$ cat src/rtl/axi_id_remap_pkg.sv
// Shared types and helpers for the AXI ID remap table. The types below are sized
// for the default build; the slot table derives its own widths from its parameters.
package axi_id_remap_pkg;

    localparam int DEF_ID_IN   = 8;
    localparam int DEF_ID_OUT  = 4;
    localparam int DEF_SLOTS   = 16;
    localparam int DEF_MAX_TXN = 4;
    // Widest free-slot vector the priority helper can scan.
    localparam int MAX_SLOTS   = 256;

    function automatic int idx_width(input int n);
        return (n > 1) ? $clog2(n) : 1;
    endfunction

    localparam int SLOT_IDX_W = idx_width(DEF_SLOTS);
    localparam int CNT_W      = $clog2(DEF_MAX_TXN + 1);

    typedef logic [SLOT_IDX_W-1:0] slot_idx_t;
    typedef logic [CNT_W-1:0]      cnt_t;

    typedef struct packed {
        logic                 valid;
        logic [DEF_ID_IN-1:0] in_id;
        cnt_t                 cnt;
    } slot_entry_t;

    // Index of the lowest set bit, or -1 when no bit is set.
    function automatic int lowest_free(input logic [MAX_SLOTS-1:0] free_vec);
        int idx;
        idx = -1;
        for (int i = MAX_SLOTS - 1; i >= 0; i--) begin
            if (free_vec[i]) begin
                idx = i;
            end
        end
        return idx;
    endfunction

endpackage

$ cat src/rtl/id_remap_slot_table.sv
// One content-addressed ID slot table: lookup/allocate on the request side,
// restore/release on the response side, with a per-slot outstanding counter.
module id_remap_slot_table
    import axi_id_remap_pkg::*;
#(
    parameter int AXI_ID_IN  = 8,
    parameter int AXI_ID_OUT = 4,
    parameter int NUM_SLOTS  = 16,
    parameter int MAX_TXN    = 4
) (
    input  logic                  clk,
    input  logic                  rst,
    input  logic [AXI_ID_IN-1:0]  i_req_id,
    input  logic                  i_req_fire,
    output logic                  o_req_ok,
    output logic [AXI_ID_OUT-1:0] o_req_slot,
    input  logic [AXI_ID_OUT-1:0] i_rsp_slot,
    input  logic                  i_rsp_release,
    output logic                  o_rsp_hit,
    output logic [AXI_ID_IN-1:0]  o_rsp_in_id
);

    localparam int IDX_W = idx_width(NUM_SLOTS);
    localparam int SC_W  = $clog2(MAX_TXN + 1);

    typedef struct packed {
        logic                 valid;
        logic [AXI_ID_IN-1:0] in_id;
        logic [SC_W-1:0]      cnt;
    } entry_t;

    entry_t               w_slot [NUM_SLOTS];
    logic [NUM_SLOTS-1:0] w_hit_vec;
    logic [NUM_SLOTS-1:0] w_free_vec;
    logic [NUM_SLOTS-1:0] w_inc;
    logic [NUM_SLOTS-1:0] w_dec;

    logic                 w_hit;
    logic [IDX_W-1:0]     w_hit_idx;
    logic [SC_W-1:0]      w_hit_cnt;
    logic                 w_any_free;
    logic [IDX_W-1:0]     w_alloc_idx;
    logic [IDX_W-1:0]     w_sel_idx;
    int                   w_free_int;

    logic                 w_rsp_in_range;
    logic [IDX_W-1:0]     w_rsp_idx;
    logic                 w_rsp_valid;
    logic [AXI_ID_IN-1:0] w_rsp_in_id;

    genvar gi;
    generate
        for (gi = 0; gi < NUM_SLOTS; gi++) begin : g_slot
            entry_t r_entry;

            assign w_slot[gi]     = r_entry;
            assign w_hit_vec[gi]  = r_entry.valid && (r_entry.in_id == i_req_id);
            assign w_free_vec[gi] = !r_entry.valid;
            assign w_inc[gi]      = i_req_fire && (w_sel_idx == IDX_W'(gi));
            assign w_dec[gi]      = i_rsp_release && w_rsp_in_range &&
                                    (w_rsp_idx == IDX_W'(gi)) && r_entry.valid;

            // Request and release on the same slot cancel out, even at cnt==1.
            always_ff @(posedge clk or posedge rst) begin
                if (rst) begin
                    r_entry <= '0;
                end else begin
                    case ({w_inc[gi], w_dec[gi]})
                        2'b10: begin
                            if (r_entry.valid) begin
                                r_entry.cnt <= r_entry.cnt + SC_W'(1);
                            end else begin
                                r_entry.valid <= 1'b1;
                                r_entry.in_id <= i_req_id;
                                r_entry.cnt   <= SC_W'(1);
                            end
                        end
                        2'b01: begin
                            r_entry.cnt <= r_entry.cnt - SC_W'(1);
                            if (r_entry.cnt == SC_W'(1)) begin
                                r_entry.valid <= 1'b0;
                            end
                        end
                        default: begin
                        end
                    endcase
                end
            end
        end
    endgenerate

    // Allocation looks only at registered state, so a slot freed this cycle
    // becomes allocatable on the next one.
    always_comb begin
        w_hit_idx = '0;
        w_hit_cnt = '0;
        for (int i = 0; i < NUM_SLOTS; i++) begin
            if (w_hit_vec[i]) begin
                w_hit_idx = IDX_W'(i);
                w_hit_cnt = w_slot[i].cnt;
            end
        end
        w_hit       = |w_hit_vec;
        w_any_free  = |w_free_vec;
        w_free_int  = lowest_free(MAX_SLOTS'(w_free_vec));
        w_alloc_idx = IDX_W'(w_free_int);
        w_sel_idx   = w_hit ? w_hit_idx : w_alloc_idx;
        o_req_ok    = w_hit ? (w_hit_cnt < SC_W'(MAX_TXN)) : w_any_free;
        o_req_slot  = AXI_ID_OUT'(w_sel_idx);
    end

    always_comb begin
        w_rsp_in_range = (32'(i_rsp_slot) < 32'(NUM_SLOTS));
        w_rsp_idx      = IDX_W'(i_rsp_slot);
        w_rsp_valid    = 1'b0;
        w_rsp_in_id    = '0;
        for (int i = 0; i < NUM_SLOTS; i++) begin
            if (w_rsp_idx == IDX_W'(i)) begin
                w_rsp_valid = w_slot[i].valid;
                w_rsp_in_id = w_slot[i].in_id;
            end
        end
        o_rsp_hit   = w_rsp_in_range && w_rsp_valid;
        o_rsp_in_id = w_rsp_in_range ? w_rsp_in_id : '0;
    end

endmodule

$ cat src/rtl/axi_id_remap_table.sv
// AXI ID remapper: wide master IDs onto a narrow slave ID space for AW/B and AR/R.
// Optional AXI_ID_REMAP_ERR_EN: drop responses to invalid slots and flag them on err_o.
module axi_id_remap_table
    import axi_id_remap_pkg::*;
#(
    parameter int AXI_ID_IN  = DEF_ID_IN,
    parameter int AXI_ID_OUT = DEF_ID_OUT,
    parameter int NUM_SLOTS  = DEF_SLOTS,
    parameter int MAX_TXN    = DEF_MAX_TXN,
    parameter int AW_PLD_W   = 64,
    parameter int RSP_PLD_W  = 72
) (
    input  logic                  clk,
    input  logic                  rst,
    // AW
    input  logic [AXI_ID_IN-1:0]  targ_aw_id_i,
    input  logic [AW_PLD_W-1:0]   targ_aw_pld_i,
    input  logic                  targ_aw_valid_i,
    output logic                  targ_aw_ready_o,
    output logic [AXI_ID_OUT-1:0] init_aw_id_o,
    output logic [AW_PLD_W-1:0]   init_aw_pld_o,
    output logic                  init_aw_valid_o,
    input  logic                  init_aw_ready_i,
    // B
    input  logic [AXI_ID_OUT-1:0] init_b_id_i,
    input  logic [RSP_PLD_W-1:0]  init_b_pld_i,
    input  logic                  init_b_valid_i,
    output logic                  init_b_ready_o,
    output logic [AXI_ID_IN-1:0]  targ_b_id_o,
    output logic [RSP_PLD_W-1:0]  targ_b_pld_o,
    output logic                  targ_b_valid_o,
    input  logic                  targ_b_ready_i,
    // AR
    input  logic [AXI_ID_IN-1:0]  targ_ar_id_i,
    input  logic [AW_PLD_W-1:0]   targ_ar_pld_i,
    input  logic                  targ_ar_valid_i,
    output logic                  targ_ar_ready_o,
    output logic [AXI_ID_OUT-1:0] init_ar_id_o,
    output logic [AW_PLD_W-1:0]   init_ar_pld_o,
    output logic                  init_ar_valid_o,
    input  logic                  init_ar_ready_i,
    // R
    input  logic [AXI_ID_OUT-1:0] init_r_id_i,
    input  logic [RSP_PLD_W-1:0]  init_r_pld_i,
    input  logic                  init_r_last_i,
    input  logic                  init_r_valid_i,
    output logic                  init_r_ready_o,
    output logic [AXI_ID_IN-1:0]  targ_r_id_o,
    output logic [RSP_PLD_W-1:0]  targ_r_pld_o,
    output logic                  targ_r_last_o,
    output logic                  targ_r_valid_o,
    input  logic                  targ_r_ready_i
`ifdef AXI_ID_REMAP_ERR_EN
    ,
    output logic                  err_o
`endif
);

    logic                  w_aw_ok;
    logic [AXI_ID_OUT-1:0] w_aw_slot;
    logic                  w_aw_fire;
    logic                  w_b_hit;
    logic [AXI_ID_IN-1:0]  w_b_in_id;
    logic                  w_b_release;

    logic                  w_ar_ok;
    logic [AXI_ID_OUT-1:0] w_ar_slot;
    logic                  w_ar_fire;
    logic                  w_r_hit;
    logic [AXI_ID_IN-1:0]  w_r_in_id;
    logic                  w_r_release;

    id_remap_slot_table #(
        .AXI_ID_IN  (AXI_ID_IN),
        .AXI_ID_OUT (AXI_ID_OUT),
        .NUM_SLOTS  (NUM_SLOTS),
        .MAX_TXN    (MAX_TXN)
    ) u_wr_table (
        .clk           (clk),
        .rst           (rst),
        .i_req_id      (targ_aw_id_i),
        .i_req_fire    (w_aw_fire),
        .o_req_ok      (w_aw_ok),
        .o_req_slot    (w_aw_slot),
        .i_rsp_slot    (init_b_id_i),
        .i_rsp_release (w_b_release),
        .o_rsp_hit     (w_b_hit),
        .o_rsp_in_id   (w_b_in_id)
    );

    id_remap_slot_table #(
        .AXI_ID_IN  (AXI_ID_IN),
        .AXI_ID_OUT (AXI_ID_OUT),
        .NUM_SLOTS  (NUM_SLOTS),
        .MAX_TXN    (MAX_TXN)
    ) u_rd_table (
        .clk           (clk),
        .rst           (rst),
        .i_req_id      (targ_ar_id_i),
        .i_req_fire    (w_ar_fire),
        .o_req_ok      (w_ar_ok),
        .o_req_slot    (w_ar_slot),
        .i_rsp_slot    (init_r_id_i),
        .i_rsp_release (w_r_release),
        .o_rsp_hit     (w_r_hit),
        .o_rsp_in_id   (w_r_in_id)
    );

    // Handshake outputs are forced low while reset is held, since an empty
    // table would otherwise accept everything.
    assign init_aw_valid_o = !rst && targ_aw_valid_i && w_aw_ok;
    assign targ_aw_ready_o = !rst && init_aw_ready_i && w_aw_ok;
    assign init_aw_id_o    = rst ? '0 : w_aw_slot;
    assign init_aw_pld_o   = targ_aw_pld_i;
    assign w_aw_fire       = !rst && targ_aw_valid_i && init_aw_ready_i && w_aw_ok;

    assign init_ar_valid_o = !rst && targ_ar_valid_i && w_ar_ok;
    assign targ_ar_ready_o = !rst && init_ar_ready_i && w_ar_ok;
    assign init_ar_id_o    = rst ? '0 : w_ar_slot;
    assign init_ar_pld_o   = targ_ar_pld_i;
    assign w_ar_fire       = !rst && targ_ar_valid_i && init_ar_ready_i && w_ar_ok;

    assign targ_b_valid_o  = !rst && init_b_valid_i && w_b_hit;
    assign targ_b_id_o     = rst ? '0 : w_b_in_id;
    assign targ_b_pld_o    = init_b_pld_i;
    assign w_b_release     = !rst && init_b_valid_i && targ_b_ready_i && w_b_hit;

    assign targ_r_valid_o  = !rst && init_r_valid_i && w_r_hit;
    assign targ_r_id_o     = rst ? '0 : w_r_in_id;
    assign targ_r_pld_o    = init_r_pld_i;
    assign targ_r_last_o   = init_r_last_i;
    assign w_r_release     = !rst && init_r_valid_i && targ_r_ready_i && w_r_hit && init_r_last_i;

`ifdef AXI_ID_REMAP_ERR_EN
    logic r_err;

    // Responses to unallocated slots are swallowed so the slave never hangs.
    assign init_b_ready_o = !rst && (w_b_hit ? targ_b_ready_i : 1'b1);
    assign init_r_ready_o = !rst && (w_r_hit ? targ_r_ready_i : 1'b1);
    assign err_o          = r_err;

    always_ff @(posedge clk or posedge rst) begin
        if (rst) begin
            r_err <= 1'b0;
        end else if ((init_b_valid_i && !w_b_hit) || (init_r_valid_i && !w_r_hit)) begin
            r_err <= 1'b1;
        end
    end
`else
    assign init_b_ready_o = !rst && targ_b_ready_i && w_b_hit;
    assign init_r_ready_o = !rst && targ_r_ready_i && w_r_hit;
`endif

endmodule

$ cat config.mk
export PLATFORM = sky130hd
export DESIGN_NAME = axi_id_remap_table
export DESIGN_NICKNAME = d
export VERILOG_FILES = /design/src/rtl/axi_id_remap_pkg.sv /design/src/rtl/id_remap_slot_table.sv /design/src/rtl/axi_id_remap_table.sv
export SDC_FILE = /design/constraint.sdc
export NUM_CORES = 1
export LEC_CHECK = 0
export BUFFER_PORTS_ARGS = -buffer_cell sky130_fd_sc_hd__clkbuf_2
export CELL_PAD_IN_SITES_DETAIL_PLACEMENT = 1
export CELL_PAD_IN_SITES_GLOBAL_PLACEMENT = 2
export CORE_MARGIN = 2
export CORE_UTILIZATION = 37
export CTS_CLUSTER_DIAMETER = 50
export DETAILED_ROUTE_END_ITERATION = 7
export HOLD_SLACK_MARGIN = 0.1
export PLACE_DENSITY_LB_ADDON = 0.1
export SLEW_MARGIN = 25
export SYNTH_ARGS = -nofsm -noshare
export SYNTH_HDL_FRONTEND = slang
export SYNTH_SLANG_ARGS = --single-unit
$ cat constraint.sdc
create_clock -name clk -period 33.6 [get_ports clk]
set_clock_uncertainty 0.2 [all_clocks]
set_input_delay 3.36 -clock clk [delete_from_list [all_inputs] [get_ports clk]]
set_output_delay 3.36 -clock clk [all_outputs]
set_load 0.05 [all_outputs]
**Word level (Yosys, flattened, before mapping)**

Cells that the tools add are included.
W data, S select, Z words.

- Add/sub/neg operators: 64
- Reductions and logical operators: 290
- Equality and inequality tests: 220
- Bitwise operators: 32
- $lt $le $gt $ge: 2
- Multiplexer cells: 292

Operators with widths:

| kind | count |
|---|---|
| $mux W8 | 34 |
| $eq A8 B8 Y1 | 32 |
| $mux W3 | 72 |
| $mux W4 | 50 |
| $pmux W3 S2 | 32 |
| $logic_and A1 B1 Y1 | 153 |
| $eq A4 B4 Y1 const B | 32 |
| $reduce_and A2 Y1 | 64 |
| $add A3 B1 Y3 const B | 32 |
| $eq A3 B1 Y1 const B | 32 |
| $sub A3 B1 Y3 const B | 32 |
| $mux W1 | 68 |
| $eq A2 B1 Y1 const B | 32 |
| $eq A2 B2 Y1 const B | 32 |
| $eq A4 B3 Y1 const B | 16 |
| $ne A2 B1 Y1 const B | 32 |
| $pmux W1 S2 | 32 |
| $reduce_bool A2 Y1 | 32 |
| $reduce_or A16 Y1 | 4 |
| $logic_not A1 Y1 | 33 |
| $eq A4 B2 Y1 const B | 8 |
| $not A1 Y1 | 32 |
| $eq A4 B1 Y1 const B | 4 |
| $logic_not A4 Y1 | 4 |
| other kinds (2) | 6 |

- Register bits after elaboration: 384
- Output and inout port bits: 305
- Logic and storage cells: 996
- Bits of input ports: 307

**Depth between registers and ports, before layout**

Gate-level depths: netlist of run 1.

- Depth in word-level cells: 25
- Gate-level depth with buffers: 20
- Mapped depth without buffers: 15

**Hierarchy**

A second synthesis of run 1 with hierarchy kept.

- Cell total of the unflattened synthesis: 3,074
- Area, all modules: 29,395.7 µm²

By module, submodules not included:

| module | cells each | instances | area an instance (µm²) | sequential area each (µm²) |
|---|---|---|---|---|
| id_remap_slot_table (u_wr_table) | 1,399 | 1 | 13,613.1 | 4,804.6 |
| id_remap_slot_table (u_rd_table) | 1,358 | 1 | 13,426.6 | 4,804.6 |
| axi_id_remap_table | 317 | 1 | 2,356.0 | 0.0 |

**Least setup slack after synthesis of run 1**

Ideal clock, no wire load.

- Kind: in2out
- Start: input rst
- End: output init_b_ready_o
- Path buffers: 1
- Setup slack: 15.443 ns
- Data required time: 30.040 ns
- Arrival time: 14.597 ns
- Stages: 3
- Cell sequence: clkbuf_1 > clkinv_1 > and3_1

- Word-level cells in the longest chain between the ends: 3

RTL lines:

| element | line | source |
|---|---|---|
| from (decl) | axi_id_remap_table.sv:14 | `input logic rst,` |
| $logic_not A1 Y1 (no line) | - |  |
| $logic_and A1 B1 Y1 (2 in a row) | axi_id_remap_table.sv:150 | `assign init_b_ready_o = !rst && targ_b_ready_i && w_b_hit;` |
| to (decl) | axi_id_remap_table.sv:28 | `output logic init_b_ready_o,` |

Every way passes these cells.

**Worst setup path in the final report of run 1**

- Start: input init_b_id_i[0]
- End: output targ_b_id_o[3]

- Word-level cells in the longest chain between the ends: 18
- Elaborated cells between the ends (all ways): 33
- Those cells by class: eq/ne (15); mux (17); reduce/logical (1)

RTL lines:

| element | line | source |
|---|---|---|
| from (decl) | axi_id_remap_table.sv:25 | `input logic [AXI_ID_OUT-1:0] init_b_id_i,` |
| $logic_not A4 Y1 | id_remap_slot_table.sv:118 | `if (w_rsp_idx == IDX_W'(i)) begin` |
| $mux W8 (15 in a row) | id_remap_slot_table.sv:118 |  |
| $mux W8 * | id_remap_slot_table.sv:118 |  |
| $mux W8 * | axi_id_remap_table.sv:124 | `assign targ_b_id_o = rst ? '0 : w_b_in_id;` |
| to (decl) | axi_id_remap_table.sv:29 | `output logic [AXI_ID_IN-1:0] targ_b_id_o,` |

Every way passes the cells marked *; elsewhere a longest branch is shown, timed or not.

==> flow_metrics.env, run 1 <==
export IMPL_drv_slew=0
export IMPL_synthSimpleGateAreaFrac=0.1508
export IMPL_synth_adder_area_share=0.08225
export IMPL_htreeDepth=3
export IMPL_start_kind="input pin"
export IMPL_status="finished clean"
export IMPL_die_w_um=285.0
export IMPL_cts_setup_buffers=0
export IMPL_routed_wl_um=106100
export IMPL_synthMuxAreaShare=0.1332
export IMPL_avgSynthCellArea_um2=9.511
export IMPL_fin_nets=3303
export IMPL_syn_nets=3570
export IMPL_totalNegativeSetupSlack_ns=0
export IMPL_viasPerCell=5.622
export IMPL_powerDensity_nw_per_um2=65.93
export IMPL_grt_setup_unrepaired="no"
export IMPL_clockPowerShare=0.405
export IMPL_die_area_um2=81210
export IMPL_vias=22020
export IMPL_finalWorstSetupSlack_ns=23.07
export IMPL_criticalPathCategory="in -> out"
export IMPL_ys_dominant_reg_cell="dfrtp_1"
export IMPL_p_total_w=0.002043
export IMPL_timing_fmax_mhz=94.94
export IMPL_hold_viol=0
export IMPL_nFillCells=8813
export IMPL_r2r_end="u_wr_table.g_slot[5].r_entry[4]"
export IMPL_synth_top_family_by_area="simple AND/OR/NAND/NOR gates"
export IMPL_start_util=0.3715
export IMPL_worstMarginPinSlew_ns=1.046
export IMPL_setup_viol=0
export IMPL_p_leak_nw=13.58
export IMPL_crit_fanout=19
export IMPL_post_route_period_util=0.3135
export IMPL_cts_buffer_depth=3
export IMPL_ys_async_sr_fraction=1.000
export IMPL_synth_edf_count=0
export IMPL_root_buffer="clkbuf_16"
export IMPL_ys_types=88
export IMPL_endpoint_kind="primary output"
export IMPL_drive_above_1_share=0.1981
export IMPL_comb_power_share=0.268
export IMPL_drcViolationCount=0
export IMPL_cts_tree="yes"
export IMPL_cts_resized=0
export IMPL_grt_usage=0.2587
export IMPL_drv_cap=0
export IMPL_power_switching_w=0.0007260
export IMPL_area_growth_pct=6.074
export IMPL_cp_startpoint="init_b_id_i[0]"
export IMPL_ys_seq_elements=384
export IMPL_slowest_delay_ns=0.83
export IMPL_seqPwrFrac=0.327
export IMPL_antenna_found_initial=0
export IMPL_reg2reg_slack_ns=28.84
export IMPL_synth_area_leaders="dfrtp_1 33%, mux2_2 10%, ha_1 8.2%"
export IMPL_cts_buffers=76
export IMPL_worstPathArrival_ns=6.97
export IMPL_clkTransAtPathRegs_ns=0.04
export IMPL_synth_most_common_cell="dfrtp_1"
export IMPL_relSlewSlack=0.3026
export IMPL_grt_pass1_vias=23650
export IMPL_fin_util=0.3941
export IMPL_rows=103
export IMPL_final_antenna_net_count=0
export IMPL_synth_commonest_cells="384 x dfrtp_1, 296 x buf_4, 260 x mux2_2, 234 x xnor2_1, 192 x ha_1"
export IMPL_ir_drop_mv=0.04685
export IMPL_synth_compound_area_share=0.1002
export IMPL_gp_congestion=0.8445
export IMPL_yosysTopAreaCell="dfrtp_1"
export IMPL_clk_latency_ns=0.64
export IMPL_slowest_stage="nor2_2"
export IMPL_synth_top_area_share=0.3290
export IMPL_portBuffers=67
export IMPL_synth_xor_area_share=0.07702
export IMPL_grt_pass1_wl_um=158700
export IMPL_regToRegStartpoint="u_wr_table.g_slot[12].r_entry[11]"
export IMPL_antenna_cells=0
export IMPL_critical_path_cell_chain="clkbuf_2 -> buf_4 -> clkinv_1 -> nor2_2 -> a221o_1 -> o21ai_0 -> o22ai_1 -> a32oi_1 -> o22ai_1 -> o21ai_0 -> a211oi_1 -> clkbuf_2"
export IMPL_synth_seq_area_share=0.3290
export IMPL_io_pins=612
export IMPL_hold_class="reg -> reg"
export IMPL_core_area_um2=78610
export IMPL_grt_max_degree=72
export IMPL_crit_end="targ_b_id_o[3]"
export IMPL_syn_area_um2=29210
export IMPL_ys_warn_count=0
export IMPL_chipHeight_um=285.0
export IMPL_crit_required_ns=30.04
export IMPL_place_ws_ns=23.11
export IMPL_wl_per_cell_um=27.10
export IMPL_drtIter0Drc=966
export IMPL_intPower_w=0.001317
export IMPL_reg2regPathDepth=11
export IMPL_grt_remaining_overflow=0
export IMPL_min_period_ns=10.53
export IMPL_synth_cells=3071
export IMPL_dp_hpwl_um=78940
export IMPL_hold_buffers=0
export IMPL_p_sw_frac=0.3554
export IMPL_cts_sinks=384
export IMPL_drt_first_pass_iters=5
==> per-stage QoR <==
step | instance area [µm²] | instances | hold WS, ns
after floorplan | 29210 | 3071 | 0.2529
after global placement | 28160 | 3776 | 0.2793
after detailed placement | 28180 | 3776 | 0.2782
after CTS | 30970 | 3917 | 0.2930
after global routing | 30980 | 3917 | 0.3072
final | 30980 | 3917 | 0.2846
==> power groups by stage <==
stage / registers, W / logic [W] / clock network (W)
global placement: 0.000671 / 0.000533 / 0
floorplan: 0.000620 / 0.000506 / 0
finish: 0.000668 / 0.000547 / 0.000828
detailed placement: 0.000676 / 0.000549 / 0
CTS: 0.000668 / 0.000553 / 0.000848
global route: 0.000681 / 0.000602 / 0.000865
==> cell type report <==
cell class | count | area, µm² | share of cell area
Multi-Input combinational cell | 2048 | 15900 | 0.5130
Sequential cell | 384 | 9609 | 0.3102
Clock buffer | 97 | 2111 | 0.06813
Tap cell | 1050 | 1314 | 0.04240
Inverter | 182 | 690.7 | 0.02229
Clock inverter | 44 | 681.9 | 0.02201
Timing Repair Buffer | 112 | 680.7 | 0.02197
==> metal layers <==
metal / global-route usage / routed length (µm)
met4: 0.08573 / 3577
met1: 0.2894 / 41470
met3: 0.08336 / 7274
met2: 0.4606 / 53660
met5: 0.01802 / 150
==> cell families after synthesis <==
family / count (synthesis)
buffers and inverters: 639
xor gates and xnor gates: 256
and+or+nand+nor: 800
AOI/OAI and AO/OA: 465
DFF: 384
adders and majority gates: 192
muxes: 335
==> critical path: cells and delay by family <==
family / cells / cell delay (ns)
compound gates: 7 / 1.51
buf+inv: 4 / 1.25
simple gates: 1 / 0.83
==> how the worst min path moves through the flow <==
stage	end	cells past startpoint	start
after global placement	u_wr_table.g_slot[15].r_entry[2]	1	u_wr_table.g_slot[15].r_entry[2]
after floorplan	u_rd_table.g_slot[14].r_entry[2]	1	u_rd_table.g_slot[14].r_entry[2]
after global routing	u_rd_table.g_slot[14].r_entry[2]	1	u_rd_table.g_slot[14].r_entry[2]
after CTS	u_rd_table.g_slot[1].r_entry[2]	1	u_rd_table.g_slot[1].r_entry[2]
after detailed placement	u_rd_table.g_slot[14].r_entry[2]	1	u_rd_table.g_slot[14].r_entry[2]
final	u_rd_table.g_slot[1].r_entry[2]	1	u_rd_table.g_slot[1].r_entry[2]
==> state kept, by name (all words and copies together), names as in the netlist <==
| register | flops |
|---|---|
| u_wr_table.g_slot.r_entry | 192 |
| u_rd_table.g_slot.r_entry | 192 |
==> layout by cell type, fill, tap and decap left out, types with 14 or more instances in the layout <==
| cell type | count |
|---|---|
| dfrtp_1 | 384 |
| mux2_2 | 260 |
| xnor2_1 | 234 |
| ha_1 | 192 |
| inv_1 | 179 |
| nand2_1 | 174 |
| a21oi_1 | 172 |
| nor2_1 | 131 |
| o21ai_0 | 86 |
| clkbuf_16 | 76 |
| nand4_1 | 75 |
| nand3_1 | 72 |
| clkbuf_2 | 67 |
| mux2i_1 | 58 |
| nor3_1 | 55 |
| o31ai_1 | 49 |
| nor3b_1 | 44 |
| nor2b_1 | 43 |
| buf_4 | 43 |
| nand2b_1 | 37 |
| a31oi_1 | 37 |
| xor2_1 | 21 |
| nor4_1 | 21 |
| or3_1 | 20 |
| mux4_2 | 17 |
| and3_1 | 17 |
| a22oi_1 | 16 |
| and3b_1 | 16 |
| o221ai_1 | 14 |
Note: power is estimated with default switching activity, not from simulation.
==> inputs of run 2 (changes only) <==
- ABC_AREA: unset -> 1
- CORE_UTILIZATION: 37 -> 28
- clock period: 33.6 -> 8.8 ns (I/O delays scaled with it)
==> run 2 against run 1 <==
  * Core utilization down 8.7 points
  * Wire length up 11%
  * First-iteration DRC count up 44%
  * Synthesized area down 3.8%
  * Non-clock buffer count down 18
  * Clock power rose to 4.1 times the previous value
  * Register-to-register slack worse by 25 ns
  * Combinational power rose to 3.6 times the previous value
==> flow_metrics.env, run 2 <==
export IMPL_cts_buffers=87
export IMPL_reg2reg_slack_ns=3.54
export IMPL_criticalPathCategory="in -> out"
export IMPL_synth_edf_count=0
export IMPL_reg2regPathDepth=18
export IMPL_cpLargestDelayFamily="buffers and inverters"
export IMPL_dp_cells=4747
export IMPL_powerDensity_nw_per_um2=250.0
export IMPL_place_ws_ns=2.599
export IMPL_final_cells=4908
export IMPL_cts_tree="yes"
export IMPL_r2r_end="u_rd_table.g_slot[10].r_entry[9]"
export IMPL_viasPerCell=5.087
export IMPL_synth_most_common_cell="nand2_1"
export IMPL_regArea_um2=9609
export IMPL_ys_dominant_reg_cell="dfrtp_1"
export IMPL_synth_xor_area_share=0.02464
export IMPL_grt_setup_unrepaired="no"
export IMPL_final_common_cell="nand2_1"
export IMPL_die_w_um=320.7
export IMPL_synth_adder_area_share=0.08553
export IMPL_grt_pass1_vias=26770
export IMPL_min_period_ns=5.785
export IMPL_antenna_cells=0
export IMPL_timing_hold_ws_ns=0.2795
export IMPL_grt_pass1_wl_um=177000
export IMPL_drv_cap=0
export IMPL_vias=24970
export IMPL_totalNegativeSetupSlack_ns=0
export IMPL_finalWorstSetupSlack_ns=3.015
export IMPL_p_total_w=0.007647
export IMPL_start_kind="input pin"
export IMPL_chipHeight_um=320.7
export IMPL_dp_hpwl_um=89670
export IMPL_nFillCells=12040
export IMPL_post_route_period_util=0.6574
export IMPL_start_util=0.2817
export IMPL_setup_viol=0
export IMPL_drtIter0Drc=1388
export IMPL_yosysTopAreaCell="dfrtp_1"
export IMPL_relSlewSlack=0.3042
export IMPL_clk_latency_ns=0.66
export IMPL_layout_common_cells="718 x nand2_1, 468 x inv_1, 463 x o21ai_0"
export IMPL_wl_per_cell_um=24.01
export IMPL_worstHoldStart="u_wr_table.g_slot[3].r_entry[2]"
export IMPL_endpoint_kind="primary output"
export IMPL_fin_nets=4037
export IMPL_cts_setup_buffers=0
export IMPL_hold_class="reg -> reg"
export IMPL_die_area_um2=102900
export IMPL_crit_fanout=27
export IMPL_critPathBufInv=6
export IMPL_p_leak_nw=13.74
export IMPL_clkTransAtPathRegs_ns=0.05
export IMPL_worstPathArrival_ns=4.70
export IMPL_core_area_um2=99710
export IMPL_crit_required_ns=7.72
export IMPL_drv_slew=0
export IMPL_critical_path_cell_chain="clkbuf_2 -> inv_2 -> o21ai_0 -> a221oi_1 -> nand3_1 -> nor3_2 -> nor2_1 -> nand2_1 -> nand2_1 -> nand2_1 -> nand2_1 -> nand2_1 -> nor2_1 -> buf_4 -> inv_1 -> nand2_1 -> inv_1 -> clkbuf_2"
export IMPL_hold_path_depth=1
export IMPL_routed_wl_um=117900
export IMPL_ys_seq_elements=384
export IMPL_final_antenna_net_count=0
export IMPL_slowest_delay_ns=0.66
export IMPL_synth_cells=3737
export IMPL_drt_first_pass_iters=6
export IMPL_grt_usage=0.2282
export IMPL_synthMuxAreaShare=0
export IMPL_avgSynthCellArea_um2=7.516
export IMPL_synth_seq_area_share=0.3421
export IMPL_synth_top_family_by_area="simple AND/OR/NAND/NOR gates"
export IMPL_htreeDepth=3
export IMPL_regToRegStartpoint="u_rd_table.g_slot[1].r_entry[11]"
export IMPL_timing_fmax_mhz=172.9
export IMPL_io_pins=612
export IMPL_synthSimpleGateAreaFrac=0.2076
export IMPL_synth_top_area_share=0.3421
export IMPL_root_buffer="clkbuf_16"
export IMPL_status="finished clean"
export IMPL_ys_async_sr_fraction=1.000
export IMPL_multiInputGateArea_um2=13890
export IMPL_syn_area_um2=28090
export IMPL_drcViolationCount=0
export IMPL_synth_commonest_cells="718 x nand2_1, 468 x inv_1, 463 x o21ai_0, 384 x dfrtp_1, 284 x buf_4"
export IMPL_gp_congestion=0.8278
export IMPL_crit_top_cell="nand2_1"
export IMPL_synth_area_leaders="dfrtp_1 34%, nand2_1 9.6%, ha_1 8.6%"
export IMPL_cts_buffer_depth=3
export IMPL_antenna_found_initial=0
export IMPL_holdPathEnd="u_wr_table.g_slot[3].r_entry[2]"
export IMPL_ys_warn_count=0
export IMPL_largest_registers="u_rd_table.g_slot.r_entry (192), u_wr_table.g_slot.r_entry (192)"
export IMPL_rows=116
export IMPL_hold_viol=0
export IMPL_synth_compound_area_share=0.1765
export IMPL_syn_nets=4236
export IMPL_area_growth_pct=8.923
export IMPL_cts_resized=0
export IMPL_drive_above_1_share=0.1003
export IMPL_ir_drop_mv=0.1210
export IMPL_worstMarginPinSlew_ns=1.044
export IMPL_ys_types=72
export IMPL_cts_sinks=384
export IMPL_grt_max_degree=137
export IMPL_slowest_stage="inv_2"
export IMPL_portBuffers=67
export IMPL_grt_remaining_overflow=0
export IMPL_hold_buffers=0
## run 2: cell count changes in the layout (fill, tap and decap cells not counted), moves of 44 or more
cell,previous run,this run
mux2i_1,58,0
xnor2_1,234,35
nand2_1,174,718
nor2_1,131,252
nor3b_1,44,0
inv_1,179,468
mux2_2,260,0
o21ai_0,86,463
## run 2: final cells by class
| type | instances | area share |
|---|---|---|
| multi-input cells | 2459 | 0.4540 |
| flip-flops and latches | 384 | 0.3141 |
| clock buffers | 104 | 0.07521 |
| inverters | 512 | 0.06348 |
| well taps | 1298 | 0.05309 |
| clock inverters | 57 | 0.02213 |
| repair buffers | 94 | 0.01800 |
## run 2: worst reg2reg max path, delay by kind of cell (launching register included)
| family | cells | cell delay, ns |
|---|---|---|
| compound gates | 10 | 2.10 |
| fa+ha+maj | 1 | 0.19 |
| buf+inv | 2 | 0.46 |
| flops | 1 | 0.48 |
| simple gates | 5 | 1.67 |
## run 2: worst max path at each step
| stage | depth (start not counted) | slack, ns | from | endpoint |
|---|---|---|---|---|
| floorplan | 5 | 2.24 | rst | targ_r_id_o[5] |
| global placement | 24 | 2.64 | targ_ar_id_i[4] | u_rd_table.g_slot[2].r_entry[6] |
| detailed placement | 26 | 2.60 | targ_ar_id_i[4] | u_rd_table.g_slot[2].r_entry[2] |
| CTS | 16 | 2.88 | targ_ar_id_i[1] | init_ar_id_o[1] |
| global route | 18 | 2.74 | targ_ar_id_i[4] | init_ar_id_o[1] |
| finish | 18 | 3.02 | targ_ar_id_i[4] | init_ar_id_o[1] |
## run 2: power by group
part           internal, W  switching, W  total, W  leakage [nW]
Clock              0.00219       0.00119   0.00338          1.43
Sequential         0.00203      0.000280   0.00231          5.02
Combinational     0.000600       0.00136   0.00196          7.29
## run 2: logic make-up after synthesis
kind of cell    Yosys count
compound gates          860
fa+ha+maj               192
buf+inv                 894
xor+xnor                 79
flops                   384
simple gates           1328
## run 2: through the flow
step	utilization	instance area (µm²)
floorplan	-	28090
global placement	0.2769	27610
detailed placement	0.2769	27610
CTS	0.3068	30590
global route	0.3068	30590
finish	0.3068	30590
## run 2: metal layers
layer | vias to the layer above | global-route usage | wire length, µm
met2 | 706 | 0.3873 | 56510
met3 | 212 | 0.06485 | 7397
met5 | - | 0.03404 | 443
met1 | 12340 | 0.2770 | 50010
li1 | 11700 | - | -
met4 | 16 | 0.06635 | 3486
==> inputs of run 3 (changes only) <==
- ABC_AREA: 1 -> 0
- CORE_UTILIZATION: 28 -> 35
- clock period: 8.8 -> 5.6 ns (I/O delays scaled with it)
==> run 3 against run 2 <==
  * Count of clock-buffer cells in the layout fell by 11
  * Core utilization rose by 7.7 points
  * Clock power rose by 35%
==> flow_metrics.env, run 3 (same netlist as run 1, synthesis figures left out) <==
export IMPL_status="finished clean"
export IMPL_critPathBufInv=5
export IMPL_cts_buffers=74
export IMPL_final_common_cell="dfrtp_1"
export IMPL_dp_cells=3874
export IMPL_p_leak_nw=14.02
export IMPL_fin_util=0.3840
export IMPL_multiInputGateArea_um2=15880
export IMPL_drt_first_pass_iters=7
export IMPL_hold_viol=0
export IMPL_path_depth=14
export IMPL_worstMarginPinSlew_ns=1.014
export IMPL_relSlewSlack=0.3225
export IMPL_wl_per_cell_um=27.39
export IMPL_largest_registers="u_rd_table.g_slot.r_entry (192), u_wr_table.g_slot.r_entry (192)"
export IMPL_grt_pass1_vias=24260
export IMPL_drive_above_1_share=0.2161
export IMPL_min_period_ns=5.288
export IMPL_core_area_um2=82370
export IMPL_post_route_period_util=0.9443
export IMPL_htreeDepth=3
export IMPL_timing_fmax_mhz=189.1
export IMPL_regToRegStartpoint="u_wr_table.g_slot[2].r_entry[11]"
export IMPL_drtIter0Drc=1080
export IMPL_slowest_stage="nor4_1"
export IMPL_r2r_end="u_wr_table.g_slot[12].r_entry[7]"
export IMPL_io_pins=612
export IMPL_timing_hold_ws_ns=0.1490
export IMPL_critical_path_cell_chain="dlygate4sd3_1 -> clkbuf_2 -> buf_4 -> xnor2_1 -> nand2_1 -> nor3_1 -> nor4_1 -> and2_2 -> a22oi_1 -> o22ai_1 -> a31oi_2 -> buf_4 -> a211oi_1 -> clkbuf_2"
export IMPL_rows=105
export IMPL_finalWorstSetupSlack_ns=0.3118
export IMPL_die_w_um=292.9
export IMPL_routed_wl_um=109800
export IMPL_layout_common_cells="384 x dfrtp_1, 260 x mux2_2, 234 x xnor2_1"
export IMPL_clkTransAtPathRegs_ns=0.05
export IMPL_start_util=0.3546
export IMPL_cts_tree="yes"
export IMPL_chipHeight_um=292.9
export IMPL_hold_class="in -> reg"
export IMPL_totalNegativeSetupSlack_ns=0
export IMPL_portBuffers=67
export IMPL_grt_setup_unrepaired="no"
export IMPL_grt_usage=0.2548
export IMPL_clk_latency_ns=0.63
export IMPL_dp_hpwl_um=83580
export IMPL_final_antenna_net_count=0
export IMPL_crit_required_ns=4.84
export IMPL_cts_buffer_depth=3
export IMPL_final_cells=4008
export IMPL_powerDensity_nw_per_um2=377.2
export IMPL_vias=22320
export IMPL_gp_congestion=0.8244
export IMPL_reg2regPathDepth=13
export IMPL_grt_remaining_overflow=0
export IMPL_cts_sinks=384
export IMPL_ir_drop_mv=0.2699
export IMPL_start_kind="input pin"
export IMPL_regArea_um2=9609
export IMPL_root_buffer="clkbuf_16"
export IMPL_cpLargestDelayFamily="buffers and inverters"
export IMPL_grt_pass1_wl_um=163400
export IMPL_setup_viol=0
export IMPL_antenna_cells=0
export IMPL_drcViolationCount=0
export IMPL_nFillCells=9168
export IMPL_place_ws_ns=0.3790
export IMPL_grt_max_degree=108
export IMPL_worstPathArrival_ns=4.53
export IMPL_crit_end="init_aw_valid_o"
export IMPL_crit_fanout=25
export IMPL_antenna_found_initial=0
export IMPL_area_growth_pct=8.285
export IMPL_slowest_delay_ns=0.62
export IMPL_criticalPathCategory="in -> out"
export IMPL_drv_cap=0
export IMPL_viasPerCell=5.569
export IMPL_die_area_um2=85780
export IMPL_cp_startpoint="targ_aw_id_i[1]"
export IMPL_reg2reg_slack_ns=1.13
export IMPL_endpoint_kind="primary output"
export IMPL_fin_nets=3381
export IMPL_drv_slew=0
run 3: changes by cell type in the layout (fill, tap and decap cells not counted), sizes merged, moves of 37 or more:
cell,delta
nor3b,+43
xnor2,+199
mux2,+260
nand2,-557
nand2b,+37
mux2i,+58
o21ai,-392
nor2,-135
buf,+98
nor2b,+43
inv,-328
nand3,-43
nand4,+39
run 3: power breakdown:
part | switching [W] | leakage (nW) | internal (W)
combinational | 0.00193 | 7.88 | 0.00142
clock | 0.00166 | 1.24 | 0.00290
sequential | 0.000693 | 4.90 | 0.00332
run 3: area by class of cell:
class                   instances  share of cell area
clock buffers                  93             0.06531
clock inverters                39             0.01369
inverters                     182             0.02243
multi-input cells            2048              0.5019
flip-flops and latches        384              0.3038
well taps                    1070             0.04233
repair buffers                192             0.05048
run 3: through the flow:
| step | cell area, µm² | power [W] |
|---|---|---|
| floorplan | 29210 | 0.006749 |
| global placement | 29110 | 0.007304 |
| detailed placement | 29110 | 0.007428 |
| CTS | 31630 | 0.01208 |
| global route | 31630 | 0.01260 |
| finish | 31630 | 0.01193 |
run 3: how the worst min path moves through the flow:
stage / start / cells past startpoint / slack [ns] / endpoint
final: targ_ar_id_i[4] / 3 / 0.15 / u_rd_table.g_slot[11].r_entry[7]
after global routing: targ_ar_id_i[7] / 2 / 0.16 / u_rd_table.g_slot[8].r_entry[10]
after CTS: targ_ar_id_i[4] / 3 / 0.13 / u_rd_table.g_slot[11].r_entry[7]
after floorplan: u_rd_table.g_slot[14].r_entry[2] / 1 / 0.25 / u_rd_table.g_slot[14].r_entry[2]
after global placement: u_rd_table.g_slot[12].r_entry[2] / 1 / 0.27 / u_rd_table.g_slot[12].r_entry[2]
after detailed placement: u_rd_table.g_slot[14].r_entry[2] / 1 / 0.28 / u_rd_table.g_slot[14].r_entry[2]
run 3: what timing repair did:
| action | in CTS | in global routing |
|---|---|---|
| hold buffers | 2 | 0 |
| hold endpoints to repair | 85 | 0 |
| setup buffers | 0 | 0 |
| gates resized for setup | 0 | 0 |
run 3: per-layer routing:
layer,part of all wire,wire (µm),track usage,up-vias
met1,0.38,42200,0.2787,11420
met4,0.034,3747,0.08793,2
li1,-,-,-,10030
met2,0.51,56240,0.4605,684
met3,0.068,7470,0.08058,186
met5,0.00098,108,0.01248,-
run 3: tightest hold or removal path: cells and delay by family:
family | cells | cell delay [ns]
and+or+nand+nor | 2 | 0.16
buffers and inverters | 1 | 0.20
